<file path="src/rtl/pid_sched.sv">
// PID measurement scheduler: on each round trigger, reads battery, current and
// torque from the A2D in turn, then registers the current-loop error.
`timescale 1ns/1ps
module pid_sched #(
  parameter bit          FAST_SIM   = 1'b0,
  parameter logic [11:0] BATT_THRES = 12'hA98
) (
  input  logic               clk,
  input  logic               rst_n,
  output logic               conv_req,
  output logic [2:0]         chnl,
  input  logic               conv_done,
  input  logic [11:0]        conv_res,
  input  logic [11:0]        target_curr,
  output logic [11:0]        batt,
  output logic [11:0]        torque,
  output logic [11:0]        curr_avg,
  output logic signed [12:0] error,
  output logic               err_vld,
  output logic               batt_low,
  output logic               ovr
);

  localparam int CW = FAST_SIM ? 15 : 20;

  typedef enum logic [1:0] {IDLE, REQ, WAIT, CALC} state_t;
  typedef enum logic [1:0] {SLOT_BATT, SLOT_CURR, SLOT_TORQ} slot_t;

  logic [CW-1:0] cnt;
  logic          trig;
  state_t        state, state_nxt;
  slot_t         slot, slot_nxt;
  logic          capture, calc, ovr_set;
  logic [13:0]   avg_sum;
  logic [12:0]   diff;

  // NOTE: all clocked state uses non-blocking assignments so every register
  // samples pre-edge values regardless of process ordering.
  always_ff @(posedge clk or negedge rst_n) begin
    if (!rst_n) cnt <= '0;
    else        cnt <= cnt + CW'(1);
  end

  assign trig = &cnt;

  always_ff @(posedge clk or negedge rst_n) begin
    if (!rst_n) begin
      state <= IDLE;
      slot  <= SLOT_BATT;
    end else begin
      state <= state_nxt;
      slot  <= slot_nxt;
    end
  end

  // NOTE: every output of this block gets a default first so no latch is inferred.
  always_comb begin
    state_nxt = state;
    slot_nxt  = slot;
    conv_req  = 1'b0;
    capture   = 1'b0;
    calc      = 1'b0;
    case (state)
      IDLE: if (trig) begin
        state_nxt = REQ;
        slot_nxt  = SLOT_BATT;
      end
      REQ: begin
        conv_req  = 1'b1;
        state_nxt = WAIT;
      end
      WAIT: if (conv_done) begin
        capture = 1'b1;
        if (slot == SLOT_TORQ) begin
          state_nxt = CALC;
        end else begin
          state_nxt = REQ;
          slot_nxt  = (slot == SLOT_BATT) ? SLOT_CURR : SLOT_TORQ;
        end
      end
      CALC: begin
        calc      = 1'b1;
        state_nxt = IDLE;
      end
      default: state_nxt = IDLE;
    endcase
  end

  // A trigger that finds the FSM busy (CALC included) is an overrun.
  assign ovr_set = trig && (state != IDLE);

  always_comb begin
    chnl = 3'd0;
    case (slot)
      SLOT_CURR: chnl = 3'd1;
      SLOT_TORQ: chnl = 3'd4;
      default:   chnl = 3'd0;
    endcase
  end

  assign avg_sum = {1'b0, curr_avg, 1'b0} + {2'b00, curr_avg} + {2'b00, conv_res};
  assign diff    = {1'b0, target_curr} - {1'b0, curr_avg};

  always_ff @(posedge clk or negedge rst_n) begin
    if (!rst_n) begin
      batt     <= '0;
      torque   <= '0;
      curr_avg <= '0;
      batt_low <= 1'b0;
      error    <= '0;
      err_vld  <= 1'b0;
      ovr      <= 1'b0;
    end else begin
      err_vld <= calc;
      if (ovr_set) ovr <= 1'b1;
      if (calc) error <= batt_low ? '0 : signed'(diff);
      if (capture) begin
        case (slot)
          SLOT_BATT: begin
            batt     <= conv_res;
            batt_low <= (conv_res < BATT_THRES);
          end
          SLOT_CURR: curr_avg <= avg_sum[13:2];
          default:   torque   <= conv_res;
        endcase
      end
    end
  end

endmodule
</file>
<file path="config.mk">
export PLATFORM = sky130hd
export DESIGN_NAME = pid_sched
export DESIGN_NICKNAME = d
export VERILOG_FILES = /design/src/rtl/pid_sched.sv
export SDC_FILE = /design/constraint.sdc
export NUM_CORES = 1
export LEC_CHECK = 0
export ABC_AREA = 1
export BUFFER_PORTS_ARGS = -buffer_cell sky130_fd_sc_hd__buf_2
export CORE_ASPECT_RATIO = 1.5
export CORE_MARGIN = 2
export CORE_UTILIZATION = 51
export DETAILED_ROUTE_END_ITERATION = 10
export GPL_TIMING_DRIVEN = 0
export PLACE_DENSITY = 0.77
export SYNTH_ARGS = -nofsm -noshare
export SYNTH_HDL_FRONTEND = slang
export SYNTH_SLANG_ARGS = --single-unit
export TNS_END_PERCENT = 5
</file>
<file path="constraint.sdc">
create_clock -name clk -period 1.8 [get_ports clk]
set_input_delay 0 -clock clk [delete_from_list [all_inputs] [get_ports clk]]
set_output_delay 0 -clock clk [all_outputs]
set_load 0.01 [all_outputs]
</file>
Word level (Yosys, flattened, before mapping)
Index checks and enable logic that the tools add are counted.
- reduce and logical (&&, ||, !) cells: 12
- bitwise gates (word level): 1
- multiplexer cells: 15
- equal/unequal tests: 8
- order comparisons: 1
- $add $sub $neg: 4
- operators by type and width (operator ; number):
    $add 20x1->20 const B ; 1
    $reduce_and 20->1 ; 1
    $add 13x12->14 ; 1
    $add 14x12->14 ; 1
    $mux 2 ; 7
    $mux 13 ; 1
    $sub 12x12->13 ; 1
    $lt 12x12->1 const B ; 1
    $pmux 2 s4 ; 1
    $reduce_and 2->1 ; 4
    $eq 2x2->1 const B ; 3
    $ne 2x2->1 const B ; 3
    $pmux 3 s2 ; 1
    $eq 2x1->1 const B ; 2
    $logic_not 2->1 ; 2
    $mux 1 ; 4
    $pmux 2 s2 ; 1
    $reduce_and 4->1 ; 1
    $reduce_bool 2->1 ; 2
    $reduce_or 2->1 ; 1
    $logic_and 1x1->1 ; 1
    $not 1->1 ; 1
- input bits: 27
- output and inout bits: 56
- register bits after elaboration: 76

Longest topological paths before layout
Gate-level depths: netlist (run 1).
- depth after elaboration: 5
- mapped depth: 13

Worst setup path before layout (run 1)
No wires, ideal clock.
- path type: register to register
- start point: register curr_avg[1]
- end point: register curr_avg[7]
- stages on the path, launching flop included: 11
- slack: -314 ps
- required time: 1674 ps
- arrival time: 1988 ps
- cells stage by stage: dfrtp_1 -> inv_1 -> fa_1 -> nor2_1 -> fa_1 -> nand3_1 -> nand3_1 -> nand2_1 -> nand3b_1 -> nand3_1 -> o21ai_0
- cells in the longest elaborated chain, start to end: 2
- RTL lines (what ; RTL line ; text):
    from (decl) ; 17 ; output logic [11:0] curr_avg,
    from (signal assigned) ; 123 ; SLOT_CURR: curr_avg <= avg_sum[13:2];
    $add 13x12->14 ; 101 ; assign avg_sum = {1'b0, curr_avg, 1'b0} + {2'b00, curr_avg} + {2'b00, conv_res};
    $add 14x12->14 ; 101 ;
No other way between the ends.
A chain may end at the register's enable or synchronous reset.

Worst setup path in the final report (run 1)
Same ends and word-level chain as after synthesis.

==> reports/metrics.yaml, run 1 <==
logic_synthesis:
  synth_warnings: 0
  synth_compound_gate_area_share: 0.0577
  synth_fa_ha_area_frac: 0.119
  yosysSeqAreaShare: 0.404
  ys_ff_latch: 76
  async_flop_share: 1.00
  netlist_area_um2: 4700
  synthMuxAreaShare: 0.0191
  synth_cell_types: 38
  synth_top_family_by_area: "simple AND/OR/NAND/NOR gates"
  syn-num-nets: 657
  ys.flop_type: "dfrtp_1"
  synth_xor_area_frac: 0.0335
  synth_edf_count: 0
  syn_inst: 593
  synthSimpleGateAreaFrac: 0.282
  avgSynthCellArea_um2: 7.93
worst_hold_path:
  hp-start: "conv_res[1]"
  hold_depth: 3
  hp-class: "in2reg"
  hold_end: "batt[1]$_DFFE_PN0P_"
drt:
  wl_per_cell_um: 14.3
  dr.pass1.iters: 5
  vias: 4271
  ant_nets: 0
  wirelength_um: 11700
  drc: 0
  drt_first_iter_violations: 211
  viasPerCell: 5.21
setup_path:
  startpoint_type: "register"
  cp_data_arrival_time_ps: 2320
  r2r-end: "curr_avg[7]$_DFFE_PN0P_"
  critPathMaxFanout: 4
  slowest_stage: "fa_1"
  slowest_delay_ps: 500
  path_class: "reg2reg"
  path_delay_family: "adder cells"
  rr_worst_depth: 11
  worstPathRequired_ps: 2060
  r2r_start: "curr_avg[1]$_DFFE_PN0P_"
  path_depth: 11
  critPathCaptureType: "register"
  reg2reg_setup_slack_ps: -260
  critPathBufInv: 1
  path_cells: "inv_4, fa_1, nor2_2, fa_2, nand3_2, nand3_2, nand2_2, nand2_2, nand2_1, nand3_1, o21ai_1"
global_route:
  grt_pass1_wl_um: 19200
  grt-ovfl-total: 0
  grt_usage: 0.253
  grt_max_degree: 53
  antenna_found_initial: 0
  grt_pass1_vias: 4249
status:
  outcome: "finished, violations left"
  violations: "setup timing"
die:
  initial_core_util: 0.530
  design.die.area_um2: 10000
  die_w_um: 82.4
  io_pins: 83
  die_h_um: 122
  num_rows: 42
  core-area_um2: 8880
sta:
  skew_ps: 7.82
  whs_ps: 5.67
  finalWorstSetupSlack_ps: -262
  final_hold_viol_count: 0
  tns_ps: -2200
  slew_violations: 0
  setup_violations: 13
  fin_crit_ps: 2060
  rsz0062_at_grt: "true"
  clock.fmax_ghz: 0.485
  finalCritPeriodShare: 1.15
clocking:
  clockRootBuffer: "clkbuf_16"
  cts_max_level: 3
  clock_sinks: 76
  cts_buffer_depth: 2
  cts_tree: "done"
  clock_latency_ps: 340
  clk_pin_slew_ps: 60
  cts_made_buffers: 9
finish:
  diodes: 0
  final_common_cell: "nand2_1"
  fin_area_um2: 5970
  fin_nets: 768
  final_core_util: 0.673
  final_cell_mix: "nand2_1, inv_1, buf_2, dfrtp_1, nor2_1"
  areaGrowthSynthToFinish_pct: 27.0
  layoutNonFillerInstCount: 819
  drive_above_1_share: 0.260
power:
  power.density_nw_per_um2: 691
  power.leakage_nw: 3.27
  ir_drop_mv: 0.569
place:
  placed_area_um2: 5320
  dpl.hpwl_um: 8680
  gp_congestion: 0.866
  port_buffers: 81
  dp_cells: 785
job:
  cap_violations: 0
[layer usage]
| layer | vias up | global-route usage | routed length (µm) | part of all wire |
|---|---|---|---|---|
| li1 | 2081 | - | - | - |
| met1 | 2037 | 0.294 | 4520 | 0.39 |
| met2 | 123 | 0.444 | 6280 | 0.54 |
| met3 | 30 | 0.0452 | 558 | 0.048 |
| met4 | 0 | 0.114 | 373 | 0.032 |
| met5 | - | 0 | 0 | 0 |
[metrics by stage]
step / setup slack (ps) / total power, mW
floorplan: -163 / 2.03
global placement: -286 / 2.18
detailed placement: -345 / 2.20
CTS: -218 / 4.12
global route: -372 / 4.28
finish: -262 / 4.13
[synth_stat cells, types with 3 or more instances]
cell type / number / area (µm²)
nand2_1: 198 / 743
inv_1: 86 / 323
dfrtp_1: 76 / 1900
nor2_1: 48 / 180
nand3_1: 32 / 160
ha_1: 24 / 300
o21ai_0: 16 / 80.1
a21oi_1: 14 / 70.1
fa_1: 13 / 260
xnor2_1: 11 / 96.3
nand4_1: 9 / 56.3
xor2_1: 7 / 61.3
mux2_2: 6 / 67.6
nand3b_1: 6 / 45.0
nor2_2: 5 / 31.3
o21a_1: 5 / 37.5
o21ai_1: 4 / 20.0
buf_2: 3 / 15.0
nand2_4: 3 / 33.8
nor3_1: 3 / 15.0
o21ai_2: 3 / 26.3
[worst max-delay path by stage]
stage                                           to  slack, ps                     from
after CTS                 curr_avg[10]$_DFFE_PN0P_       -220  curr_avg[7]$_DFFE_PN0P_
after global routing       curr_avg[7]$_DFFE_PN0P_       -370  curr_avg[1]$_DFFE_PN0P_
after floorplan            curr_avg[7]$_DFFE_PN0P_       -160  curr_avg[1]$_DFFE_PN0P_
after detailed placement   curr_avg[7]$_DFFE_PN0P_       -350  curr_avg[1]$_DFFE_PN0P_
after global placement     curr_avg[7]$_DFFE_PN0P_       -290  curr_avg[1]$_DFFE_PN0P_
final                      curr_avg[7]$_DFFE_PN0P_       -260  curr_avg[1]$_DFFE_PN0P_
[logic make-up (layout without fill, tap and decap cells)]
group	count (synthesis)	after routing
and+or+nand+nor	309	309
buffers and inverters	97	213
DFF	76	76
AOI/OAI and AO/OA	47	47
adders and majority gates	37	37
xor gates and xnor gates	18	18
muxes	8	8
other	1	1
[registers in the layout, summed over array words and instances, names as in the netlist, 2 cells and up]
name	cells
torque	12
error	13
slot	2
cnt	20
curr_avg	12
batt	12
state	2
[worst reg2reg max path: stages, from the launching register on]
cell,delay (ps)
dfrtp_2,410
inv_4,60
fa_1,500
nor2_2,60
fa_2,390
nand3_2,80
nand3_2,90
nand2_2,90
nand2_2,60
nand2_1,60
nand3_1,80
o21ai_1,90
[power breakdown]
group	switching (mW)	internal (mW)
registers	0.0127	1.73
clock network	0.779	1.10
logic	0.291	0.211
[final cells by class]
cell class	instances	area, µm²
inverters	90	344
multi-input cells	420	2620
plain buffers	7	52.6
clock inverters	7	81.3
well taps	110	138
flip-flops and latches	76	1920
fillers	708	2910
clock buffers	9	225
repair buffers	100	596
[timing repair]
item	in CTS	in global routing
buffers inserted	8	0
hold endpoints to repair	90	0
pin swaps	16	4
setup endpoints to repair	15	22
resized for setup	32	10
hold buffers	10	0
(Power assumes the default switching activity.)
==> inputs of run 2 (changes only) <==
--- a/config.mk
+++ b/config.mk
@@ -7,7 +7,7 @@
 export LEC_CHECK = 0
 export ABC_AREA = 1
 export BUFFER_PORTS_ARGS = -buffer_cell sky130_fd_sc_hd__buf_2
-export CORE_ASPECT_RATIO = 1.5
+export CORE_ASPECT_RATIO = 0.75
 export CORE_MARGIN = 2
 export CORE_UTILIZATION = 51
 export DETAILED_ROUTE_END_ITERATION = 10
==> run 2 against run 1 <==
Effect of this change:
- the run still ends with setup timing left
- die area barely moved
- combinational power rose by 17%
- sequential share of layout area shrank 1.3 points
- cell count rose by 1.8%
- sequential power is essentially flat
- clock power rose by 3%
- maximum frequency shrank 3.1%
- critical path depth is the same
- wire length rose by 9.7%
- flip-flop and latch count stayed put
- highest routed layer unchanged
- critical path type unchanged
==> reports/metrics.yaml, run 2 (synthesized netlist as in run 1, its figures left out) <==
status:
  outcome: "finished, violations left"  # unchanged
  violations: "setup timing"  # unchanged
place:
  pre_cts_ws_ps: -376  # was -345 ps
  port_buffers: 81  # unchanged
  gp_congestion: 0.868  # was 0.866
  dp_cells: 787  # was 785
  dpl.hpwl_um: 8620  # was 8680 µm
finish:
  drive_above_1_share: 0.328  # was 0.260
  top_regs: "cnt (20), error (13)"  # unchanged
  final_common_cell: "nand2_1"  # unchanged
  largest_reg_flops: 20  # unchanged
  nFillCells: 657  # was 708
  final_cell_mix: "nand2_1, buf_2, inv_1, dfrtp_1, nor2_1"  # was nand2_1, inv_1, buf_2, dfrtp_1, nor2_1
  multi_input_area_um2: 2760  # was 2620 µm²
  final_core_util: 0.691  # was 0.673
  areaGrowthSynthToFinish_pct: 32.4  # was 27.0%
  regArea_um2: 1920  # about the same
  layoutNonFillerInstCount: 834  # was 819
  fin_nets: 781  # was 768
  diodes: 0  # unchanged
  regMostFlops: "cnt"  # unchanged
setup_path:
  critPathMaxFanout: 5  # was 4
  cp_data_arrival_time_ps: 2350  # was 2320 ps
  critPathCaptureType: "register"  # unchanged
  path_class: "reg2reg"  # unchanged
  worstPathRequired_ps: 2020  # was 2060 ps
  startpoint_type: "register"  # unchanged
global_route:
  met1_usage: 0.339  # was 0.294
  grt_pass1_vias: 4071  # was 4249
  grt-ovfl-total: 0  # unchanged
  grt_busiest_layer: "met2"  # unchanged
  grtUsageMet3: 0.0626  # was 0.0452
  grt_max_degree: 68  # was 53
  grt_usage: 0.251  # was 0.253
  grt_pass1_wl_um: 19400  # was 19200 µm
  antenna_found_initial: 0  # unchanged
  met2_usage: 0.397  # was 0.444
die:
  die_w_um: 115  # was 82.4 µm
  num_rows: 30  # was 42
  initial_core_util: 0.522  # was 0.530
  design.die.area_um2: 10000  # about the same
  core-area_um2: 9010  # was 8880 µm²
  die_h_um: 87.2  # was 122 µm
  io_pins: 83  # unchanged
drt:
  vias: 4436  # was 4271
  dr.pass1.iters: 7  # was 5
  wirelength_um: 12900  # was 11700 µm
  viasPerCell: 5.32  # was 5.21
  ant_nets: 0  # unchanged
  drc: 0  # unchanged
  wl_per_cell_um: 15.4  # was 14.3 µm
  drt_first_iter_violations: 345  # was 211
sta:
  rsz0062_at_grt: "true"  # unchanged
  fin_crit_ps: 2130  # was 2060 ps
  setup_violations: 14  # was 13
  clock.fmax_ghz: 0.470  # was 0.485 GHz
  finalCritPeriodShare: 1.18  # was 1.15
  skew_ps: 9.01  # was 7.82 ps
  final_hold_viol_count: 0  # unchanged
  slew_violations: 0  # unchanged
  tns_ps: -2930  # was -2200 ps
  finalWorstSetupSlack_ps: -328  # was -262 ps
clocking:
  cts_buffer_depth: 2  # unchanged
  clock_sinks: 76  # unchanged
  clk_pin_slew_ps: 60  # about the same
  cts_tree: "done"  # unchanged
  clock_latency_ps: 340  # about the same
  clockRootBuffer: "clkbuf_16"  # unchanged
  cts_made_buffers: 9  # unchanged
  cts_max_level: 3  # unchanged
power:
  power.leakage_nw: 3.36  # was 3.27 nW
  ir_drop_mv: 0.422  # was 0.569 mV
  power.density_nw_per_um2: 686  # was 691 nW/µm²
worst_hold_path:
  hp-class: "in2reg"  # unchanged
job:
  cap_violations: 0  # unchanged
## run 2: cell count changes in the layout (fill, tap and decap cells not counted), sizes merged
cell,change
buf,+11
inv,-4
clkinvlp,+2
dlygate4sd3,+2
bufinv,+1
clkbuf,+1
## run 2: timing repair
| action | 4_1_cts | 5_1_grt |
|---|---|---|
| pin swaps | 16 | 36 |
| gates resized for setup | 28 | 65 |
| hold endpoints to repair | 91 | 0 |
| hold buffers | 12 | 0 |
| buffers inserted | 8 | 11 |
| endpoints found under the setup margin | 16 | 25 |
## run 2: cell type report
type / count / area share
flip-flops and latches: 76 / 0.308
plain buffers: 7 / 0.00844
repair buffers: 113 / 0.112
inverters: 90 / 0.0556
clock inverters: 6 / 0.0143
well taps: 112 / 0.0225
clock buffers: 10 / 0.0368
multi-input cells: 420 / 0.443
## run 2: path summary, 6_finish.rpt
check / endpoint / slack, ps / startpoint / cells past startpoint
worst min-delay path: torque[8]$_DFFE_PN0P_ / 10 / conv_res[8] / 2
worst min register to register: error[9]$_DFFE_PN0P_ / 480 / error[9]$_DFFE_PN0P_ / 2
max in group asynchronous: cnt[0]$_DFF_PN0_ / 1200 / rst_n / 3
worst max-delay path: curr_avg[10]$_DFFE_PN0P_ / -330 / curr_avg[2]$_DFFE_PN0P_ / 11
min in group asynchronous: torque[0]$_DFFE_PN0P_ / 30 / rst_n / 2
worst max register to register: curr_avg[10]$_DFFE_PN0P_ / -330 / curr_avg[2]$_DFFE_PN0P_ / 11
## run 2: worst max-delay path, cell delays in order, from the launching register on
cell,delay (ps)
dfrtp_2,460
fa_1,520
ha_4,330
nand2_2,80
nand2_2,90
inv_1,50
nand2_2,120
nand2_2,80
nand3_2,80
nand2_1,60
nand3_1,70
nand2_1,80
## run 2: metal layers
metal | up-vias | part of all wire
li1 | 2097 | -
met1 | 2099 | 0.44
met2 | 190 | 0.46
met3 | 50 | 0.066
met4 | 0 | 0.040
met5 | - | 0
## run 2: power by group
| part | internal, mW | total, mW | leakage (nW) | switching, mW |
|---|---|---|---|---|
| clock | 1.21 | 1.94 | 0.149 | 0.726 |
| combinational | 0.245 | 0.587 | 2.23 | 0.342 |
| sequential | 1.73 | 1.75 | 0.982 | 0.0138 |
| total | 3.19 | 4.28 | 3.36 | 1.08 |
## run 2: stage by stage
stage	hold slack [ps]	total power, mW	instance area, µm²
3_3_place_gp	226	2.19	5290
5_1_grt	4.30	4.43	6230
4_1_cts	0.508	4.21	5950
3_5_place_dp	-144	2.21	5320
6_report	10.8	4.28	6230
2_1_floorplan	-296	2.03	4750
